<file path="config.mk">
export PLATFORM = sky130hd
export DESIGN_NAME = fetch_unit_flat
export DESIGN_NICKNAME = d
export VERILOG_FILES = /design/src/rtl/fetch_unit_if.sv /design/src/rtl/fetch_unit.sv /design/src/flat_wrapper.sv
export SDC_FILE = /design/constraint.sdc
export NUM_CORES = 1
export LEC_CHECK = 0
export BUFFER_PORTS_ARGS = -buffer_cell sky130_fd_sc_hd__buf_2
export CAP_MARGIN = 20
export CORE_MARGIN = 5
export CORE_UTILIZATION = 55
export CTS_BUF_LIST = sky130_fd_sc_hd__clkbuf_4
export DETAILED_ROUTE_END_ITERATION = 16
export GPL_TIMING_DRIVEN = 0
export HOLD_SLACK_MARGIN = 0.15
export MAX_ROUTING_LAYER = met4
export PLACE_DENSITY_LB_ADDON = 0.2
export SYNTH_ARGS = -nofsm -noshare
export SYNTH_HDL_FRONTEND = slang
export SYNTH_SLANG_ARGS = --single-unit
</file>
<file path="constraint.sdc">
create_clock -name clk -period 3.5 [get_ports clk]
set_input_delay 0.35 -clock clk [delete_from_list [all_inputs] [get_ports clk]]
set_output_delay 0.35 -clock clk [all_outputs]
set_load 0.05 [all_outputs]
</file>
<file path="src/rtl/fetch_unit_if.sv">
// fetch_unit_if: bundle of instruction-memory, redirect/halt and decode handshake signals.
// master: fetch unit side (drives imem_*, inst_valid/data/pc, fetch_err).
// slave : environment side (drives imem_rdata, redirect_*, halt_req, inst_ready).
interface fetch_unit_if;
    logic        imem_rw;
    logic        imem_wren;
    logic [31:0] imem_addr;
    logic [31:0] imem_rdata;
    logic        redirect_valid;
    logic [31:0] redirect_pc;
    logic        halt_req;
    logic        inst_valid;
    logic        inst_ready;
    logic [31:0] inst_data;
    logic [31:0] inst_pc;
    logic        fetch_err;

    modport master (
        output imem_rw, imem_wren, imem_addr, inst_valid, inst_data, inst_pc, fetch_err,
        input  imem_rdata, redirect_valid, redirect_pc, halt_req, inst_ready
    );

    modport slave (
        input  imem_rw, imem_wren, imem_addr, inst_valid, inst_data, inst_pc, fetch_err,
        output imem_rdata, redirect_valid, redirect_pc, halt_req, inst_ready
    );
endinterface

</file>
<file path="src/rtl/fetch_unit.sv">
// fetch_unit: program counter + fetch stage feeding a small instruction buffer to decode.
// Ports: clk, rst_n (async, active-low), bus (fetch_unit_if.master):
//   imem_rw/imem_wren tied low, imem_addr = fetch_pc, imem_rdata captured same cycle;
//   redirect_valid/redirect_pc flush and retarget; halt_req blocks new fetches;
//   inst_valid/inst_ready/inst_data/inst_pc decode handshake; fetch_err sticky.
// Optional: define FETCH_ALIGN_CHECK_EN to trap misaligned redirects into ERR.
module fetch_unit #(
    parameter logic [31:0] RESET_PC = 32'h0000_0000,
    parameter int          DEPTH    = 2
) (
    input  logic         clk,
    input  logic         rst_n,
    fetch_unit_if.master bus
);
    localparam int AW = $clog2(DEPTH);
    localparam logic [AW:0] FULL = (AW+1)'(DEPTH);

    typedef enum logic [1:0] {RUN, HALTED, ERR} state_t;

    state_t        state;
    logic [31:0]   fetch_pc;
    logic [31:0]   mem_pc   [DEPTH];
    logic [31:0]   mem_data [DEPTH];
    logic [AW-1:0] rd_ptr;
    logic [AW-1:0] wr_ptr;
    logic [AW:0]   count;
    logic          err;
    logic          pop;
    logic          push;
    logic          take_redir;
    logic          misalign;

`ifdef FETCH_ALIGN_CHECK_EN
    assign misalign = |bus.redirect_pc[1:0];
`else
    assign misalign = 1'b0;
`endif

    assign take_redir = bus.redirect_valid && state != ERR;
    assign pop        = count != '0 && bus.inst_ready;
    // a pop frees the slot the push writes into, so full+pop still accepts a word
    assign push       = state == RUN && (count != FULL || pop) && !bus.redirect_valid;

    assign bus.imem_rw    = 1'b0;
    assign bus.imem_wren  = 1'b0;
    assign bus.imem_addr  = fetch_pc;
    assign bus.inst_valid = count != '0;
    assign bus.inst_data  = mem_data[rd_ptr];
    assign bus.inst_pc    = mem_pc[rd_ptr];
    assign bus.fetch_err  = err;

    always_ff @(posedge clk or negedge rst_n) begin
        if (!rst_n) begin
            state    <= RUN;
            fetch_pc <= RESET_PC;
            rd_ptr   <= '0;
            wr_ptr   <= '0;
            count    <= '0;
            err      <= 1'b0;
            for (int i = 0; i < DEPTH; i++) begin
                mem_pc[i]   <= '0;
                mem_data[i] <= '0;
            end
        end else if (take_redir) begin
            rd_ptr <= '0;
            wr_ptr <= '0;
            count  <= '0;
            if (misalign) begin
                state <= ERR;
                err   <= 1'b1;
            end else begin
                fetch_pc <= bus.redirect_pc & ~32'h3;
                state    <= (state == HALTED && !bus.halt_req) ? RUN : state;
            end
        end else begin
            if (push) begin
                mem_pc[wr_ptr]   <= fetch_pc;
                mem_data[wr_ptr] <= bus.imem_rdata;
                wr_ptr           <= wr_ptr + AW'(1);
                fetch_pc         <= fetch_pc + 32'd4;
            end
            if (pop)
                rd_ptr <= rd_ptr + AW'(1);
            count <= count + (AW+1)'(push) - (AW+1)'(pop);
            state <= (state == RUN && bus.halt_req) ? HALTED :
                     (state == HALTED && !bus.halt_req) ? RUN : state;
        end
    end
endmodule

</file>
<file path="src/flat_wrapper.sv">
// flat-port wrapper written by rule: the top's interface ports become plain ports
module fetch_unit_flat 
#(
    parameter logic [31:0] RESET_PC = 32'h0000_0000,
    parameter int          DEPTH    = 2
)
  (clk, rst_n, bus_imem_rw, bus_imem_wren, bus_imem_addr, bus_inst_valid, bus_inst_data, bus_inst_pc, bus_fetch_err, bus_imem_rdata, bus_redirect_valid, bus_redirect_pc, bus_halt_req, bus_inst_ready);
  fetch_unit_if bus_i ();
  input  logic clk;
  input  logic rst_n;
  output wire logic [$bits(bus_i.imem_rw)-1:0] bus_imem_rw;
  output wire logic [$bits(bus_i.imem_wren)-1:0] bus_imem_wren;
  output wire logic [$bits(bus_i.imem_addr)-1:0] bus_imem_addr;
  output wire logic [$bits(bus_i.inst_valid)-1:0] bus_inst_valid;
  output wire logic [$bits(bus_i.inst_data)-1:0] bus_inst_data;
  output wire logic [$bits(bus_i.inst_pc)-1:0] bus_inst_pc;
  output wire logic [$bits(bus_i.fetch_err)-1:0] bus_fetch_err;
  input wire logic [$bits(bus_i.imem_rdata)-1:0] bus_imem_rdata;
  input wire logic [$bits(bus_i.redirect_valid)-1:0] bus_redirect_valid;
  input wire logic [$bits(bus_i.redirect_pc)-1:0] bus_redirect_pc;
  input wire logic [$bits(bus_i.halt_req)-1:0] bus_halt_req;
  input wire logic [$bits(bus_i.inst_ready)-1:0] bus_inst_ready;
  assign bus_imem_rw = bus_i.imem_rw;
  assign bus_imem_wren = bus_i.imem_wren;
  assign bus_imem_addr = bus_i.imem_addr;
  assign bus_inst_valid = bus_i.inst_valid;
  assign bus_inst_data = bus_i.inst_data;
  assign bus_inst_pc = bus_i.inst_pc;
  assign bus_fetch_err = bus_i.fetch_err;
  assign bus_i.imem_rdata = bus_imem_rdata;
  assign bus_i.redirect_valid = bus_redirect_valid;
  assign bus_i.redirect_pc = bus_redirect_pc;
  assign bus_i.halt_req = bus_halt_req;
  assign bus_i.inst_ready = bus_inst_ready;
  fetch_unit #(.RESET_PC(RESET_PC), .DEPTH(DEPTH)) u_core (.clk(clk), .rst_n(rst_n), .bus(bus_i));
endmodule
</file>
==> run metrics <==
Initial Utilization=between 50% and 60%; Vias=5641; maximum VDD drop=0.778 mV; DRC=0; largest net degree at the start of global routing=82; routability cong.=~0.85; crit path DAT=between 2000 and 3000 ps; ANT nets after route=0; CP Max Fanout=10; H-tree Lvls=4; final net count=between 800 and 900; Slew Viols, Final=0; main area contributors after synthesis=dfrtp_1, mux2_2, buf_6; post-CTS setup buffers=0; number of DRC markers in iteration 0=335; top cell type's share of synthesized area=52.8%; Synth Register Bits=160; clk slew on worst S/H paths=roughly 120 ps; Top Family by Delay on Critical Path=buffers and inverters; Placed Area=just under 9000 µm²; First-pass DRT Iterations=5; min Tclk post-route=between 2000 and 3000 ps; hpwl dp=around 13000 µm; # setup viols final=0; Post-synth top flop=dfrtp_1; Crit Path Class=reg2out; layout cells sized above 1=about half; post-route cell area=roughly 9500 µm²; Max transition margin=between 40% and 50%; Critical Path RT=roughly 3200 ps; I/O Pins=169; WL final=around 18000 µm; Final Skew=about 19 ps; RSZ-0062 raised after global routing=false; most common cell in the netlist=mux2_2; P&R area growth vs syn=26.0%; vias per cell=about 5.6; die width=127 µm; pwr dens=876 nW/µm²; sequential share of the synthesized area=~53%; die area=16200 µm²; Critical Path Sink Type=primary output; first-pass GRT wire length=30200 µm; cts bufs inserted=17; Avg Cell Area, Syn=approximately 13 µm²; most frequent CP cell=clkbuf_1; Tcrit/Tclk final=82.0%; synth cell count leaders=mux2_2, dfrtp_1, nand2_1; CTS tree=built; post-cts sizing count=0; Avg WL per Cell=approximately 18 µm; CP bufs+invs=3; setup TNS=0 ps; Die Ht=about 130 µm; CTS root buf=clkbuf_4; cell area after synthesis=~7600 µm²; grt ovf=0; crit path max-delay cell type=clkbuf_1; status=finished, final reports clean; ant diodes=0; port bufs=between 150 and 200; core area=roughly 13000 µm²; Hold Fails Final Rpt=0; antenna violations before repair=0; placed cells=921; synth unique cells=60; Synth warnings=0; area leader, netlist=dfrtp_1; CP cell instances=clkbuf_1, clkbuf_1, mux2_2, buf_2; Row Count=42; CTS sink count=160; Max Cap Violations=0; number of flops mapped to enable cells by yosys=0; Post-Layout Cell Count=roughly 1000; asr flop ratio synth=between 90% and 100%; Critical Path Start Type=flop; fmax=349 MHz; Tot Pwr=roughly 0.0084 W; Worst Hold Class=in2reg; Clock Latency Late Sink=560 ps; delay of the slowest cell on the worst path=between 500 and 600 ps; cell count after synthesis=~580; Max Root-Sink Buffers=2; total track usage=approximately 24%; Static Leak=about 4.2 nW; Slew @ Worst Pin=around 770 ps; # hold bufs at CTS=63; vias in the first global route=between 5000 and 6000
==> registers in the layout, summed over array words and instances (netlist names) <==
| register | flops |
|---|---|
| u_core.mem_data | 64 |
| u_core.mem_pc | 60 |
| u_core.bus.imem_addr | 30 |
| u_core.count | 2 |
| u_core.state | 2 |
| u_core.rd_ptr | 1 |
| u_core.wr_ptr | 1 |
==> worst paths after layout <==
kind	startpoint	endpoint	slack (ps)	cells past startpoint
max	u_core.rd_ptr	bus_inst_pc[13]	630	4
min	bus_redirect_pc[20]	u_core.bus.imem_addr[20]	220	4
max reg2reg	u_core.state[1]	u_core.mem_pc[56]	1130	6
min reg2reg	u_core.mem_pc[30]	u_core.mem_pc[30]	500	2
max in group asynchronous	rst_n	u_core.mem_pc[58]	2280	3
min in group asynchronous	rst_n	u_core.mem_pc[40]	390	2
==> stage by stage <==
step | utilization [%] | hold WS [ps] | setup slack [ps]
2_1_floorplan | - | 54.4 | 1040
3_3_place_gp | 64.3 | 462 | -200
3_5_place_dp | 64.5 | 440 | 1140
4_1_cts | 71.3 | 187 | 538
5_1_grt | 71.3 | 199 | 439
6_report | 71.3 | 222 | 631
==> cells by family after synthesis <==
logic type | count (synthesis) | share of synthesized area, %
simple gates | 111 | 7.84
buf+inv | 50 | 4.72
fa+ha+maj | 3 | 0.495
mux | 184 | 27.3
other cells | 1 | 0.0495
xor+xnor | 12 | 1.39
compound gates | 58 | 5.33
flops | 160 | 52.8
==> metal layers <==
metal / GRT usage, % / vias up / wire [µm]
met2: 37.4 / 233 / 9050
met4: 7.95 / 0 / 388
met5: - / - / 0
met3: 4.92 / 36 / 1300
met1: 32.1 / 2787 / 7760
li1: - / 2585 / -
==> power breakdown <==
| part | internal, W | switching (W) | total [W] | leakage (nW) |
|---|---|---|---|---|
| registers | 0.00257 | 0.000416 | 0.00299 | 1.89 |
| logic | 0.00151 | 0.00280 | 0.00431 | 2.21 |
| clock network | 0.000438 | 0.000629 | 0.00107 | 0.144 |
| total | 0.00452 | 0.00385 | 0.00837 | 4.24 |
==> worst min-delay path, delay by kind of cell <==
family,cells,cell delay [ps]
compound gates,2,270
buf+inv,1,80
simple gates,1,40
==> layout make-up <==
cell class	count	area [µm²]
Tap cell	176	220
Inverter	6	22.5
Clock buffer	20	150
Sequential cell	160	4000
Buffer	44	335
Fill cell	955	3850
Multi-Input combinational cell	375	3240
Timing Repair Buffer	223	1460
Clock inverter	12	119
==> cells in the final DEF (no fill, tap or decap), types with 8 or more instances in the layout <==
cell type and n:
xnor2_1 9, nand2_1 30, mux2_2 178, clkbuf_4 20, nor2_1 22, buf_2 161
nand3_1 13, clkbuf_1 9, o21ai_0 14, dfrtp_1 160, dlygate4sd3_1 63, buf_6 15
a22oi_1 8, buf_4 9
Power figures use the tool's default switching activity.
